`src/rtl/traffic_light_ctrl.sv`:
```
// traffic_light_ctrl: traffic-light FSM (GREEN, YELLOW, RED, WALK) timed by the
// 7->0 wrap of an upstream 3-bit free-running counter. It latches pedestrian
// requests, acknowledges them on entry to WALK, and can cut GREEN short once
// GREEN_MIN ticks have elapsed.
// Optional build macro FLASH_MODE_EN adds a night_mode input. Night mode holds
// the FSM in a flashing YELLOW and exits through RED.
module traffic_light_ctrl #(
    parameter int GREEN_TICKS  = 4,
    parameter int GREEN_MIN    = 2,
    parameter int YELLOW_TICKS = 1,
    parameter int RED_TICKS    = 3,
    parameter int WALK_TICKS   = 2
) (
    input  logic       clk,
    input  logic       rst,
    input  logic [2:0] count,
    input  logic       ped_req,
`ifdef FLASH_MODE_EN
    input  logic       night_mode,
`endif
    output logic [2:0] light,
    output logic       walk,
    output logic       ped_ack,
    output logic [1:0] state,
    output logic       tick_o
);

    localparam logic [1:0] ST_GREEN  = 2'd0;
    localparam logic [1:0] ST_YELLOW = 2'd1;
    localparam logic [1:0] ST_RED    = 2'd2;
    localparam logic [1:0] ST_WALK   = 2'd3;

    // Last dwell value of each phase, so that a phase lasts exactly N ticks.
    localparam logic [3:0] GREEN_LAST  = 4'(GREEN_TICKS - 1);
    localparam logic [3:0] GREEN_CUT   = 4'(GREEN_MIN - 1);
    localparam logic [3:0] YELLOW_LAST = 4'(YELLOW_TICKS - 1);
    localparam logic [3:0] RED_LAST    = 4'(RED_TICKS - 1);
    localparam logic [3:0] WALK_LAST   = 4'(WALK_TICKS - 1);

    // One-hot {red, yellow, green} lamp pattern shown in a given state.
    function automatic logic [2:0] light_of(input logic [1:0] st);
        logic [2:0] l;
        case (st)
            ST_GREEN:  l = 3'b001;
            ST_YELLOW: l = 3'b010;
            default:   l = 3'b100;
        endcase
        return l;
    endfunction

    logic [1:0] state_r;
    logic [3:0] dwell_r;
    logic       ped_pending_r;
    logic [2:0] prev_count_r;
    logic [2:0] light_r;
    logic       walk_r;
    logic       ped_ack_r;
    logic       tick_r;

    logic       tick_s;
    logic [1:0] fsm_next_s;
    logic       fsm_serve_s;
    logic [1:0] next_state_s;
    logic       serve_s;
    logic       dwell_clr_s;
    logic [2:0] light_next_s;

`ifdef FLASH_MODE_EN
    logic       night_r;
    logic       flash_r;
    logic       yel_s;
`endif

    // Only a genuine 7->0 wrap of the counter counts as a tick.
    assign tick_s = (prev_count_r == 3'd7) && (count == 3'd0);

    // Normal-mode phase sequencing. Moves happen only on a tick.
    always_comb begin
        fsm_next_s  = state_r;
        fsm_serve_s = 1'b0;
        if (tick_s) begin
            case (state_r)
                ST_GREEN: begin
                    if ((dwell_r == GREEN_LAST) || (ped_pending_r && (dwell_r >= GREEN_CUT))) begin
                        fsm_next_s = ST_YELLOW;
                    end else begin
                        fsm_next_s = ST_GREEN;
                    end
                end
                ST_YELLOW: begin
                    if (dwell_r == YELLOW_LAST) begin
                        fsm_next_s = ST_RED;
                    end else begin
                        fsm_next_s = ST_YELLOW;
                    end
                end
                ST_RED: begin
                    if (dwell_r == RED_LAST) begin
                        if (ped_pending_r) begin
                            fsm_next_s  = ST_WALK;
                            fsm_serve_s = 1'b1;
                        end else begin
                            fsm_next_s = ST_GREEN;
                        end
                    end else begin
                        fsm_next_s = ST_RED;
                    end
                end
                ST_WALK: begin
                    if (dwell_r == WALK_LAST) begin
                        fsm_next_s = ST_GREEN;
                    end else begin
                        fsm_next_s = ST_WALK;
                    end
                end
                default: fsm_next_s = ST_RED;
            endcase
        end else begin
            fsm_next_s = state_r;
        end
    end

`ifdef FLASH_MODE_EN
    // Night mode overrides the FSM: hold YELLOW, then leave through RED.
    always_comb begin
        next_state_s = fsm_next_s;
        serve_s      = fsm_serve_s;
        dwell_clr_s  = 1'b0;
        yel_s        = 1'b1;
        light_next_s = light_of(fsm_next_s);
        if (night_mode) begin
            next_state_s = ST_YELLOW;
            serve_s      = 1'b0;
            dwell_clr_s  = 1'b1;
            yel_s        = night_r ? (tick_s ? ~flash_r : flash_r) : 1'b1;
            light_next_s = {1'b0, yel_s, 1'b0};
        end else if (night_r) begin
            next_state_s = ST_RED;
            serve_s      = 1'b0;
            dwell_clr_s  = 1'b1;
            light_next_s = light_of(ST_RED);
        end else begin
            dwell_clr_s  = (fsm_next_s != state_r);
        end
    end

    // Night-mode history and the current yellow flash phase.
    always_ff @(posedge clk or negedge rst) begin
        if (!rst) begin
            night_r <= 1'b0;
            flash_r <= 1'b1;
        end else begin
            night_r <= night_mode;
            if (night_mode) begin
                flash_r <= yel_s;
            end else begin
                flash_r <= 1'b1;
            end
        end
    end
`else
    // Without night mode, the normal FSM decides everything.
    always_comb begin
        next_state_s = fsm_next_s;
        serve_s      = fsm_serve_s;
        dwell_clr_s  = (fsm_next_s != state_r);
        light_next_s = light_of(fsm_next_s);
    end
`endif

    // State, dwell, request latch and counter history.
    always_ff @(posedge clk or negedge rst) begin
        if (!rst) begin
            state_r       <= ST_RED;
            dwell_r       <= 4'd0;
            ped_pending_r <= 1'b0;
            prev_count_r  <= 3'd0;
        end else begin
            state_r      <= next_state_s;
            prev_count_r <= count;
            if (dwell_clr_s) begin
                dwell_r <= 4'd0;
            end else if (tick_s) begin
                dwell_r <= dwell_r + 4'd1;
            end else begin
                dwell_r <= dwell_r;
            end
            // A new request on the serving edge wins over the clear.
            if (ped_req) begin
                ped_pending_r <= 1'b1;
            end else if (serve_s) begin
                ped_pending_r <= 1'b0;
            end else begin
                ped_pending_r <= ped_pending_r;
            end
        end
    end

    // Outputs decoded from the next state, so lamps change with the state.
    always_ff @(posedge clk or negedge rst) begin
        if (!rst) begin
            light_r   <= 3'b100;
            walk_r    <= 1'b0;
            ped_ack_r <= 1'b0;
            tick_r    <= 1'b0;
        end else begin
            light_r   <= light_next_s;
            walk_r    <= (next_state_s == ST_WALK);
            ped_ack_r <= serve_s;
            tick_r    <= tick_s;
        end
    end

    assign light   = light_r;
    assign walk    = walk_r;
    assign ped_ack = ped_ack_r;
    assign state   = state_r;
    assign tick_o  = tick_r;

endmodule

```
`config.mk`:
```
export PLATFORM = sky130hd
export DESIGN_NAME = traffic_light_ctrl
export DESIGN_NICKNAME = d
export VERILOG_FILES = /design/src/rtl/traffic_light_ctrl.sv
export SDC_FILE = /design/constraint.sdc
export NUM_CORES = 1
export LEC_CHECK = 0
export ABC_AREA = 1
export ABC_CLOCK_PERIOD_IN_PS = 1480
export BUFFER_PORTS_ARGS = -buffer_cell sky130_fd_sc_hd__clkbuf_2
export CAP_MARGIN = 5
export CORE_ASPECT_RATIO = 0.9
export CORE_MARGIN = 2
export CORE_UTILIZATION = 25
export CTS_CLUSTER_DIAMETER = 50
export DETAILED_ROUTE_END_ITERATION = 16
export SETUP_SLACK_MARGIN = 0.5
export SLEW_MARGIN = 40
export SYNTH_ARGS = -nofsm -noshare
export SYNTH_HDL_FRONTEND = slang
export SYNTH_SLANG_ARGS = --single-unit
```
`constraint.sdc`:
```
create_clock -name clk -period 1.48 [get_ports clk]
set_input_delay 0.222 -clock clk [delete_from_list [all_inputs] [get_ports clk]]
set_output_delay 0.222 -clock clk [all_outputs]
set_load 0.005 [all_outputs]
```
# --- After elaboration in Yosys (flattened, before gate mapping) ---
# Cells that the tools add are included.
classes:
  n_eq_ne: 10
  reduce_logical: 9
  muxes: 16
  magnitude_cmp: 1
  add_sub_neg: 1
ops:
  columns: ["operator", "n"]
  rows:
  - ["$mux 2", 5]
  - ["$eq 4x2->1 const B", 2]
  - ["$mux 4", 2]
  - ["$pmux 2 s4", 1]
  - ["$mux 1", 7]
  - ["$eq 2x2->1 const B", 3]
  - ["$pmux 3 s2", 1]
  - ["$add 4x1->4 const B", 1]
  - ["$eq 2x1->1 const B", 2]
  - ["$eq 4x1->1 const B", 1]
  - ["$ge 4x1->1 const B", 1]
  - ["$logic_not 2->1", 2]
  - ["$logic_not 4->1", 1]
  - ["$reduce_bool 2->1", 2]
  - ["$eq 3x3->1 const B", 1]
  - ["$logic_not 3->1", 1]
  - ["$logic_and 1x1->1", 2]
  - ["$ne 2x2->1", 1]
  - ["$logic_or 1x1->1", 1]
totals:
  out_inout_bits: 8
  reg_bits: 16

# --- Logic depth before layout (Yosys ltp) ---
logic_depth:
  word_depth: 8
  ltp_mapped: 11

# --- Least setup slack after synthesis ---
# OpenSTA, ideal clock, no wires.
synth_path:
  kind: "flip-flop to flip-flop"
  startpoint: "reg dwell_r[0]"
  endpoint: "reg walk_r (netlist: walk)"
  synth_period_minus_slack_ns: 1.323
  path_slack_ns: 0.157
  stages_incl_launch_ff: 11
  t_arrival_ns: 1.257
  cell_sequence: "dfrtp_1 inv_1 ha_1 nand2_1 nand2_1 nand2_1 clkinv_1 nand2_2 nand2_2 o21ai_2 and2_1"
synth_via:
  elab_chain_cells: 7
  word_cells_on_any_way: 14
  cone_classes: "order compare (1); eq/ne (4); mux (6); reduce/logical (3)"
synth_rtl:
  columns: ["item", "line_no", "text"]
  rows:
  - ["from (decl)", "52", "logic [3:0] dwell_r;"]
  - ["from (signal assigned)", "184", "dwell_r <= dwell_r + 4'd1;"]
  - ["from (signal assigned)", "186", "dwell_r <= dwell_r;"]
  - ["$ge 4x1->1", "84", "if ((dwell_r == GREEN_LAST) || (ped_pending_r && (dwell_r >= GREEN_CUT))) begin"]
  - ["$logic_and 1x1->1", "84", null]
  - ["$logic_or 1x1->1", "84", null]
  - ["$mux 1", "84", null]
  - ["$pmux 2 s4 (*)", "82", "case (state_r)"]
  - ["$mux 2 (*)", "81", "if (tick_s) begin"]
  - ["net fsm_next_s[0]", "61", "logic [1:0] fsm_next_s;"]
  - ["$eq 2x2->1 (*)", "208", "walk_r <= (next_state_s == ST_WALK);"]
  - ["to (signal assigned)", "208", null]
  - ["to (decl)", "56", "logic walk_r;"]
# The timed path passes the listed nets; every way through them passes the cells marked *.
# A chain may end at the register's enable or synchronous reset.

# --- Final worst setup path ---
layout_path:
  startpoint: "reg dwell_r[1]"
  endpoint: "reg dwell_r[2]"
layout_via:
  elab_chain_cells: 8
  word_cells_on_any_way: 18
  cone_classes: "add/sub (1); order compare (1); eq/ne (4); mux (8); reduce/logical (4)"
layout_rtl:
  columns: ["item", "line_no", "text"]
  rows:
  - ["$ge 4x1->1", "84", null]
  - ["$logic_and 1x1->1", "84", null]
  - ["$logic_or 1x1->1", "84", null]
  - ["$mux 1", "84", null]
  - ["$pmux 2 s4", "82", null]
  - ["$mux 2", "81", null]
  - ["$ne 2x2->1", "166", "dwell_clr_s = (fsm_next_s != state_r);"]
  - ["$mux 4 or $reduce_bool 2->1 (tied branches)", null, null]
# Parallel ways exist; a longest one is shown, timed or not. The select of a mux whose other input is x is not followed.

==> results.cfg <==
[hold_path]
hp-start = count[1]
min_path_type = primary input to flop
hold_depth = 1
min_to = prev_count_r[1]$_DFF_PN0_

[synth]
syn_avg_cell_area_sq_um = 9.08
ys_ff_latch = 16
ys_seq_area_frac = 0.462
ys_warn_count = 0
yosysTopAreaCell = dfrtp_1
synth_top_area_frac = 0.402
synth-async-reset-ratio = 1.00
synth.distinct_cells = 26
ys_dominant_reg_cell = dfrtp_1
synth_edf_count = 0
synthesis.area_sq_um = 872
synth_area_leaders = dfrtp_1 40%, nand2_1 6.9%, nand2_2 6.5%
synth_cells = 96
syn_nets = 106

[critical_path]
crit_arrival_ps = 1620
path_buf_inv = 1
crit_slowest_cell = dfrtp_1
slowest_delay_ps = 410
cp_cell_sequence = buf_4 > ha_4 > nand2_4 > nor2_4 > nor2_2 > nand2_4 > nand4_1 > nand2_4 > nor3_2
r2r_start = dwell_r[1]$_DFFE_PN0P_
path_depth = 9
ff2ff_path_depth = 9
rr_endpoint = dwell_r[2]$_DFFE_PN0P_
path_max_fanout = 4
crit_required_ps = 1660
path_class = flop to flop
path_delay_family = simple AND/OR/NAND/NOR gates
crit_path_start_kind = flop
r2r_slack_ps = 40
crit_path_frequent_cell = nand2_4
critPathCaptureType = flop

[timing]
whs_ps = 88.8
fin_skew_ps = 2.39
max_freq_mhz = 692
tightestPinTransition_ps = 395
relSlewSlack = 0.736
min_period_ps = 1440
drv_slew = 0
finalSetupViolCount = 0
rsz0062_at_grt = true
hold_viol = 0
post-route-period-util = 0.976

[global_routing]
antenna_found_initial = 0
grt_usage = 0.110
grt-ovfl-total = 0
grt_pass1_vias = 694
grt_max_degree = 17
grt_pass1_wl_mm = 3.17

[route]
drt-total-wl_mm = 1.87
drt_pass1_iterations = 4
wl_per_cell_um = 11.1
vias_per_cell = 4.26
num_vias = 720
drc = 0
drtAntennaViolNets = 0
drt_iter0_drc = 13

[clocking]
clk_pin_slew_worst_paths_ps = 60
cts_made_buffers = 3
cts_tree = yes
clk_path_buf_depth = 2
root_buffer = clkbuf_8
cts.sinks = 16
clk_latency_ps = 250
htreeDepth = 1

[floorplan]
die-width_um = 66.3
die_h_um = 60.0
core_sq_um = 3350
pin_count = 14
num_rows = 20
initial_utilization = 0.260
dieArea_sq_um = 3980

[cells_and_area]
fin_area_sq_um = 1280
area.sequential_sq_um = 405
syn2layout_area_growth_pct = 47.1
layout.nets = 136
multi_input_area_sq_um = 520
diodes = 0
fillers = 344
layout_common_cells = 12 x dfrtp_1, 12 x clkbuf_2, 11 x nand2_1
drive_gt1_frac = 0.592

[pwr]
clkPwrFrac = 0.173
seqPwrFrac = 0.321
p_sw_uw = 799
power.static_leakage_nw = 0.609
power_frac_comb = 0.506
netSwitchingFraction = 0.402
p_int_mw = 1.19
powerDensity_nw_per_um2 = 1550
peakVddDrop_v = 0.000384

[placed_design]
placed_area_sq_um = 1030
gp_congestion = 0.789
io_buffers = 13
hpwl_mm = 1.28

[flow_run]
drv_cap = 0

[run_status]
outcome = completed
Yosys cell counts (2+ instances only):
master / count
nand2_2: 9
ha_1: 4
dfrtp_1: 14
o21ai_2: 2
nand2_1: 16
inv_1: 12
nand3_1: 5
nor3_1: 2
nand4_1: 2
nor2_1: 8
dfstp_2: 2
nor3_2: 4
xor2_1: 2
clkinv_1: 2
layout make-up:
cell class,instances,area share
Timing Repair Buffer,26,0.146
Multi-Input combinational cell,64,0.406
Clock buffer,4,0.0351
Inverter,15,0.0537
Sequential cell,16,0.316
Tap cell,44,0.0429
sequential cells by signal (all words and copies together) (netlist names):
| name | count |
|---|---|
| ped_pending_r | 1 |
| ped_ack | 1 |
| walk | 1 |
| tick_o | 1 |
| light | 3 |
| dwell_r | 4 |
| prev_count_r | 3 |
| state | 2 |
worst reg2reg max path, stage by stage, from the launching register on:
cell     delay (ps)
dfrtp_1         410
buf_4           160
ha_4            170
nand2_4          80
nor2_4           40
nor2_2          130
nand2_4          70
nand4_1         120
nand2_4          90
nor3_2          110
cells by family (layout without fill, tap and decap cells):
group / count (synthesis) / in the layout / synth area share
DFF: 16 / 16 / 0.462
AOI/OAI and AO/OA: 6 / 6 / 0.0459
adders and majority gates: 4 / 4 / 0.0574
buffers and inverters: 16 / 45 / 0.0775
and+or+nand+nor: 52 / 52 / 0.337
xor gates and xnor gates: 2 / 2 / 0.0201
power groups by stage:
stage	registers [mW]	clock network [mW]	logic, mW
2_1_floorplan	0.624	0	0.493
3_3_place_gp	0.629	0	0.639
3_5_place_dp	0.633	0	0.651
4_1_cts	0.626	0.346	0.789
5_1_grt	0.654	0.374	1.12
6_report	0.639	0.344	1.01
worst max path at each step:
stage                                 from                     end
floorplan           dwell_r[0]$_DFFE_PN0P_          walk$_DFF_PN0_
global placement                  count[2]  dwell_r[2]$_DFFE_PN0P_
detailed placement                count[2]  dwell_r[2]$_DFFE_PN0P_
CTS                 dwell_r[1]$_DFFE_PN0P_  dwell_r[2]$_DFFE_PN0P_
global route        dwell_r[1]$_DFFE_PN0P_  dwell_r[0]$_DFFE_PN0P_
finish              dwell_r[1]$_DFFE_PN0P_  dwell_r[2]$_DFFE_PN0P_
stage by stage:
| stage | setup TNS (ps) | setup WS [ps] | util | total power [mW] | std cells |
|---|---|---|---|---|---|
| after global placement | 0 | 67.1 | 0.307 | 1.27 | 155 |
| after global routing | -235 | -58.5 | 0.382 | 2.15 | 169 |
| final | 0 | 35.1 | 0.382 | 1.99 | 169 |
| after CTS | 0 | 56.1 | 0.345 | 1.76 | 165 |
| after floorplan | 0 | 179 | - | 1.12 | 96 |
| after detailed placement | 0 | 5.48 | 0.307 | 1.28 | 155 |
per-layer routing:
layer / GRT usage / wire [um] / vias up
li1: - / - / 359
met1: 0.132 / 789 / 349
met2: 0.184 / 994 / 7
met3: 0.0282 / 44 / 5
met4: 0.0525 / 40 / 0
met5: 0 / 0 / -
timing repair:
action                                 4_1_cts  5_1_grt
hold buffers                                 1        0
resized for setup                            6       26
pin swaps                                    2        8
setup endpoints to repair                   15       16
buffers inserted                             5        4
endpoints found under the hold margin       14        0
Power figures use the tool's default switching activity.
